### src/rtl/sseg_scan.sv
// sseg_scan: four-slot seven-segment scanner for a gear indicator.
// A prescaler divides clk down to one slot period.
// A 2-bit digit index walks slots 0..3.
// Each slot lights its character (R, N, D) only when the active gear matches it.
// Slot 3 is always blank because the downstream stage owns that position.
// Gear requests are buffered in a pending register.
// They are promoted to the active gear only at the frame wrap, so a frame is never torn.
module sseg_scan #(
    parameter int unsigned REFRESH_DIV = 100000
) (
    input  logic       clk,
    input  logic       rst,
    input  logic [1:0] gear_in,
    input  logic       gear_valid,
    output logic [3:0] an_sel,
    output logic [6:0] char_sel,
    output logic       frame_tick
);

    localparam int unsigned     CW   = $clog2(REFRESH_DIV);
    localparam logic [CW-1:0]   LAST = CW'(REFRESH_DIV - 1);

    localparam logic [1:0] GEAR_D = 2'b01;
    localparam logic [1:0] GEAR_N = 2'b10;
    localparam logic [1:0] GEAR_R = 2'b11;

    localparam logic [6:0] PAT_R     = 7'b0101111;
    localparam logic [6:0] PAT_N     = 7'b0101011;
    localparam logic [6:0] PAT_D     = 7'b0100001;
    localparam logic [6:0] PAT_BLANK = 7'b1111111;

    logic [CW-1:0] presc;
    logic          tick;
    logic          wrap;
    logic [1:0]    idx;
    logic          upd;
    logic [1:0]    pending;
    logic [1:0]    active;
    logic [3:0]    an_next;
    logic [6:0]    char_next;

    assign tick = (presc == LAST);
    assign wrap = tick && (idx == 2'd3);

    // Prescaler: free-running 0..REFRESH_DIV-1, independent of gear traffic.
    always_ff @(posedge clk or negedge rst) begin
        if (!rst) begin
            presc <= '0;
        end else if (tick) begin
            presc <= '0;
        end else begin
            presc <= presc + 1'b1;
        end
    end

    // Digit index: advance one slot per tick, modulo 4.
    always_ff @(posedge clk or negedge rst) begin
        if (!rst) begin
            idx <= 2'd0;
        end else if (tick) begin
            idx <= idx + 2'd1;
        end
    end

    // Gear buffering: the latest strobe goes to pending.
    // Active loads only at the wrap; a strobe in the wrap cycle bypasses pending.
    always_ff @(posedge clk or negedge rst) begin
        if (!rst) begin
            pending <= 2'b00;
            active  <= 2'b00;
        end else begin
            if (gear_valid) begin
                pending <= gear_in;
            end
            if (wrap) begin
                active <= gear_valid ? gear_in : pending;
            end
        end
    end

    // Update strobe: outputs refresh the cycle after the index moves.
    // frame_tick rises together with the first idx0 display of a frame.
    always_ff @(posedge clk or negedge rst) begin
        if (!rst) begin
            upd        <= 1'b0;
            frame_tick <= 1'b0;
        end else begin
            upd        <= tick;
            frame_tick <= upd && (idx == 2'd0);
        end
    end

    // Slot decode: anode and character for the current index and active gear.
    always_comb begin
        an_next   = 4'b1111;
        char_next = PAT_BLANK;
        case (idx)
            2'd0: begin
                an_next   = 4'b1110;
                char_next = (active == GEAR_R) ? PAT_R : PAT_BLANK;
            end
            2'd1: begin
                an_next   = 4'b1101;
                char_next = (active == GEAR_N) ? PAT_N : PAT_BLANK;
            end
            2'd2: begin
                an_next   = 4'b1011;
                char_next = (active == GEAR_D) ? PAT_D : PAT_BLANK;
            end
            default: begin
                an_next   = 4'b0111;
                char_next = PAT_BLANK;
            end
        endcase
    end

    // Output register: anode and character load together.
    // This keeps the digit and its character from ever being mixed across slots.
    always_ff @(posedge clk or negedge rst) begin
        if (!rst) begin
            an_sel   <= 4'b1111;
            char_sel <= PAT_BLANK;
        end else if (upd) begin
            an_sel   <= an_next;
            char_sel <= char_next;
        end
    end

endmodule

### config.mk
export PLATFORM = sky130hd
export DESIGN_NAME = sseg_scan
export DESIGN_NICKNAME = d
export VERILOG_FILES = /design/src/rtl/sseg_scan.sv
export SDC_FILE = /design/constraint.sdc
export NUM_CORES = 1
export LEC_CHECK = 0
export BUFFER_PORTS_ARGS = -buffer_cell sky130_fd_sc_hd__buf_2
export CAP_MARGIN = 40
export CORE_MARGIN = 3
export CORE_UTILIZATION = 40
export DETAILED_ROUTE_END_ITERATION = 6
export PLACE_DENSITY_LB_ADDON = 0.12
export SLEW_MARGIN = 30
export SYNTH_ARGS = -nofsm -noshare
export SYNTH_HDL_FRONTEND = slang
export SYNTH_SLANG_ARGS = --single-unit
### constraint.sdc
create_clock -name clk -period 1.9 [get_ports clk]
set_input_delay 0.57 -clock clk [delete_from_list [all_inputs] [get_ports clk]]
set_output_delay 0.57 -clock clk [all_outputs]
set_load 0.02 [all_outputs]
==> impl_metrics.xml <==
<?xml version="1.0" encoding="UTF-8"?>
<metrics>
  <group name="setup_path">
    <metric name="setup.worst_path.end_class" unit="">flip-flop</metric>
    <metric name="critPathLaunchType" unit="">flip-flop</metric>
    <metric name="crit_path_max_incr_delay" unit="ns">0.55</metric>
    <metric name="timing.critical_path.from" unit="">presc[6]$_DFF_PN0_</metric>
    <metric name="crit_path_cell_trace" unit="">or4bb_4 -&gt; nor4_4 -&gt; nand2_2 -&gt; mux2_1</metric>
    <metric name="critPathArrivalTime" unit="ns">1.93</metric>
    <metric name="largest_driver_fanout_on_the_critical_path" unit="">2</metric>
    <metric name="worst_ep_required_time" unit="ns">2.07</metric>
    <metric name="critical_path_class" unit="">flip-flop to flip-flop</metric>
    <metric name="rr_startpoint" unit="">presc[6]$_DFF_PN0_</metric>
    <metric name="critPathSlowestCell" unit="">or4bb_4</metric>
  </group>
  <group name="power_and_ir_drop">
    <metric name="power.sequential.fraction" unit="">0.485</metric>
    <metric name="ir_drop" unit="uV">704</metric>
    <metric name="total_power_divided_by_cell_area" unit="nW/um2">778</metric>
    <metric name="cell_internal_pwr" unit="mW">1.16</metric>
    <metric name="p_switching" unit="mW">0.267</metric>
    <metric name="p_clk_frac" unit="">0.495</metric>
    <metric name="sw_frac_of_total" unit="">0.187</metric>
    <metric name="pwr-share-comb" unit="">0.021</metric>
    <metric name="power.leakage" unit="nW">0.796</metric>
  </group>
  <group name="finish">
    <metric name="area_delta_synth_final" unit="%">18.4</metric>
    <metric name="drive_gt1_frac" unit="">0.292</metric>
    <metric name="layout_commonest_cell" unit="">dfrtp_1</metric>
    <metric name="stdcell_area" unit="um2">1830</metric>
    <metric name="layout.cells.most_common_list" unit="">dfrtp_1 (25), buf_2 (14), xnor2_1 (11), nor2_1 (10)</metric>
    <metric name="antenna-diode-count" unit="">0</metric>
    <metric name="nNetsFinal" unit="">174</metric>
  </group>
  <group name="placement">
    <metric name="dp_worst_setup_slack" unit="ns">0.0615</metric>
    <metric name="place_congestion" unit="">0.803</metric>
    <metric name="place.detailed.hpwl" unit="um">2030</metric>
    <metric name="post_placement_cell_area" unit="um2">1700</metric>
    <metric name="io_buffers" unit="">14</metric>
  </group>
  <group name="sta">
    <metric name="worstMarginPinSlew" unit="ns">0.689</metric>
    <metric name="timing_hold_violations_final" unit="">0</metric>
    <metric name="setup_viol" unit="">0</metric>
    <metric name="rsz0062_at_grt" unit="">no</metric>
    <metric name="slew_headroom" unit="">0.541</metric>
    <metric name="finalWorstSetupSlack" unit="ns">0.136</metric>
    <metric name="final_min_period_over_clock_period" unit="">0.929</metric>
    <metric name="slew_violations" unit="">0</metric>
    <metric name="clock-skew-final" unit="ns">0.00853</metric>
    <metric name="clock.fmax" unit="GHz">0.567</metric>
    <metric name="minimum_period_implied_by_the_final_worst_setup_slack" unit="ns">1.76</metric>
  </group>
  <group name="grt">
    <metric name="grt.overflow.total" unit="">0</metric>
    <metric name="grt_pass1_wl" unit="um">4840</metric>
    <metric name="antenna_found_initial" unit="">0</metric>
    <metric name="grt_max_degree" unit="">33</metric>
    <metric name="number_of_global_route_vias_before_repair" unit="">1030</metric>
    <metric name="global_route.usage.total" unit="">0.149</metric>
  </group>
  <group name="synth">
    <metric name="syn-mean-instance-area" unit="um2">11.4</metric>
    <metric name="synth_enable_flop_cells" unit="">0</metric>
    <metric name="synth_top_flop_cell" unit="">dfrtp_1</metric>
    <metric name="post_synthesis_cell_type_count" unit="">38</metric>
    <metric name="async_reset_ff_frac" unit="">1.00</metric>
    <metric name="synth_area" unit="um2">1550</metric>
    <metric name="synthCells" unit="">136</metric>
    <metric name="synthesis.yosys.warnings" unit="">0</metric>
    <metric name="synth.ff_latch_count" unit="">32</metric>
    <metric name="synth_sequential_area_ratio" unit="">0.523</metric>
  </group>
  <group name="floorplan">
    <metric name="fp.coreArea" unit="um2">3520</metric>
    <metric name="fp.dieW" unit="um">68.2</metric>
    <metric name="placementRows" unit="">21</metric>
    <metric name="io_pins" unit="">17</metric>
    <metric name="die_h" unit="um">68.2</metric>
    <metric name="start_util" unit="">0.440</metric>
    <metric name="die-area" unit="um2">4650</metric>
  </group>
  <group name="routing">
    <metric name="drt_drc_violations_left" unit="">0</metric>
    <metric name="postRouteAntennaNets" unit="">0</metric>
    <metric name="detailedRoute.firstIterationViolations" unit="">36</metric>
    <metric name="routed.top_layer" unit="">met4</metric>
    <metric name="drtPass1Iterations" unit="">4</metric>
    <metric name="wl_met2" unit="um">1100</metric>
    <metric name="drt_wl_total" unit="um">2720</metric>
    <metric name="num_vias" unit="">1032</metric>
    <metric name="drt-met1-wl" unit="um">1420</metric>
    <metric name="routed_length_per_placed_instance" unit="um">13.1</metric>
    <metric name="via_per_inst" unit="">4.99</metric>
    <metric name="met3_wirelength" unit="um">108</metric>
  </group>
  <group name="clock_network">
    <metric name="clk_pin_slew_worst_paths" unit="ns">0.07</metric>
    <metric name="skew_pair_late_insertion_delay" unit="ns">0.29</metric>
    <metric name="htree_levels" unit="">2</metric>
    <metric name="tritoncts" unit="">yes</metric>
    <metric name="clkSinkCount" unit="">32</metric>
    <metric name="clock-root-buffer" unit="">clkbuf_8</metric>
    <metric name="numCtsBuffers" unit="">5</metric>
    <metric name="ctsLongestPathBuffers" unit="">2</metric>
    <metric name="ctsHoldBuffers" unit="">0</metric>
  </group>
  <group name="status">
    <metric name="status" unit="">finished clean</metric>
  </group>
  <group name="hold_path">
    <metric name="hold_path_class" unit="">input port to asynchronous set/reset pin</metric>
  </group>
  <group name="flow_run">
    <metric name="maxCapViolCount" unit="">0</metric>
  </group>
</metrics>
-- cells by family (layout without fill, tap and decap cells) --
family                   count (synthesis)  count (layout)  synth area share
adder cells (fa/ha/maj)                  9               9            0.0728
multiplexers                             7               7            0.0485
other                                    1               2           0.00242
flip-flops                              32              32             0.523
buffers and inverters                   11              35            0.0364
XOR/XNOR                                13              13            0.0736
AND/OR/NAND/NOR                         51              51             0.196
AO/OA/AOI/OAI                           12              12            0.0469
-- power groups by stage --
stage | combinational [mW] | clock (mW) | sequential [mW]
2_1_floorplan | 0.0150 | 0 | 0.703
5_1_grt | 0.0357 | 0.762 | 0.691
4_1_cts | 0.0310 | 0.725 | 0.691
6_report | 0.0297 | 0.706 | 0.691
3_5_place_dp | 0.0308 | 0 | 0.704
3_3_place_gp | 0.0304 | 0 | 0.703
-- synth_stat cells, types with 3 or more instances --
cell	count	area share
ha_1	9	0.073
nand2b_1	3	0.012
dfstp_2	7	0.12
inv_1	6	0.015
xnor2_1	11	0.062
nand4_1	5	0.020
nand2_1	9	0.022
buf_4	4	0.019
nand3_1	5	0.016
dfrtp_1	25	0.40
mux2i_1	3	0.019
o21ai_0	4	0.013
nor2_1	10	0.024
a21oi_1	4	0.013
-- through the flow --
step	std cells	TNS [ns]	hold WS, ns	power [mW]	util
global route	207	0	0.367	1.49	0.521
detailed placement	199	0	0.459	0.734	0.483
finish	207	0	0.318	1.43	0.521
CTS	207	0	0.334	1.45	0.519
floorplan	137	-0.0464	0.274	0.718	-
global placement	199	0	0.451	0.734	0.483
-- worst paths after layout --
| path | endpoint | slack [ns] | depth (start not counted) |
|---|---|---|---|
| worst min register to register | an_sel[0]$_DFFE_PN1P_ | 0.47 | 2 |
| worst min-delay path | frame_tick$_DFF_PN0_ | 0.32 | 1 |
| max in group asynchronous | presc[16]$_DFF_PN0_ | 1.13 | 1 |
| worst max-delay path | active[1]$_DFFE_PN0P_ | 0.14 | 4 |
| min in group clk | an_sel[0]$_DFFE_PN1P_ | 0.47 | 2 |
| worst max register to register | active[1]$_DFFE_PN0P_ | 0.14 | 4 |
-- registers in the layout, summed over array words and instances, names as in the netlist --
| signal | cells |
|---|---|
| presc | 17 |
| char_sel | 3 |
| upd | 1 |
| an_sel | 4 |
| frame_tick | 1 |
| pending | 2 |
| idx | 2 |
| active | 2 |
-- cell type report --
| cell class | count | area [um2] |
|---|---|---|
| Clock buffer | 7 | 96.3 |
| Clock inverter | 1 | 30.0 |
| Fill cell | 328 | 1690 |
| Inverter | 6 | 22.5 |
| Multi-Input combinational cell | 94 | 694 |
| Sequential cell | 32 | 810 |
| Tap cell | 46 | 57.6 |
| Timing Repair Buffer | 21 | 123 |
-- critical path, delay by kind of cell (launching register included) --
kind          cells  cell delay, ns
flops             1            0.38
mux               1            0.31
simple gates      3            0.96
-- per-layer routing --
metal	global-route usage	vias to the layer above
met2	0.191	19
met1	0.206	491
li1	-	514
met3	0.0443	8
met4	0.112	0
met5	0	-
-- what timing repair did --
| item | CTS | global route |
|---|---|---|
| setup endpoints to repair | 0 | 1 |
| hold endpoints to repair | 0 | 0 |
| buffers inserted | 0 | 0 |
| resized for setup | 0 | 1 |
(Power assumes the default switching activity.)
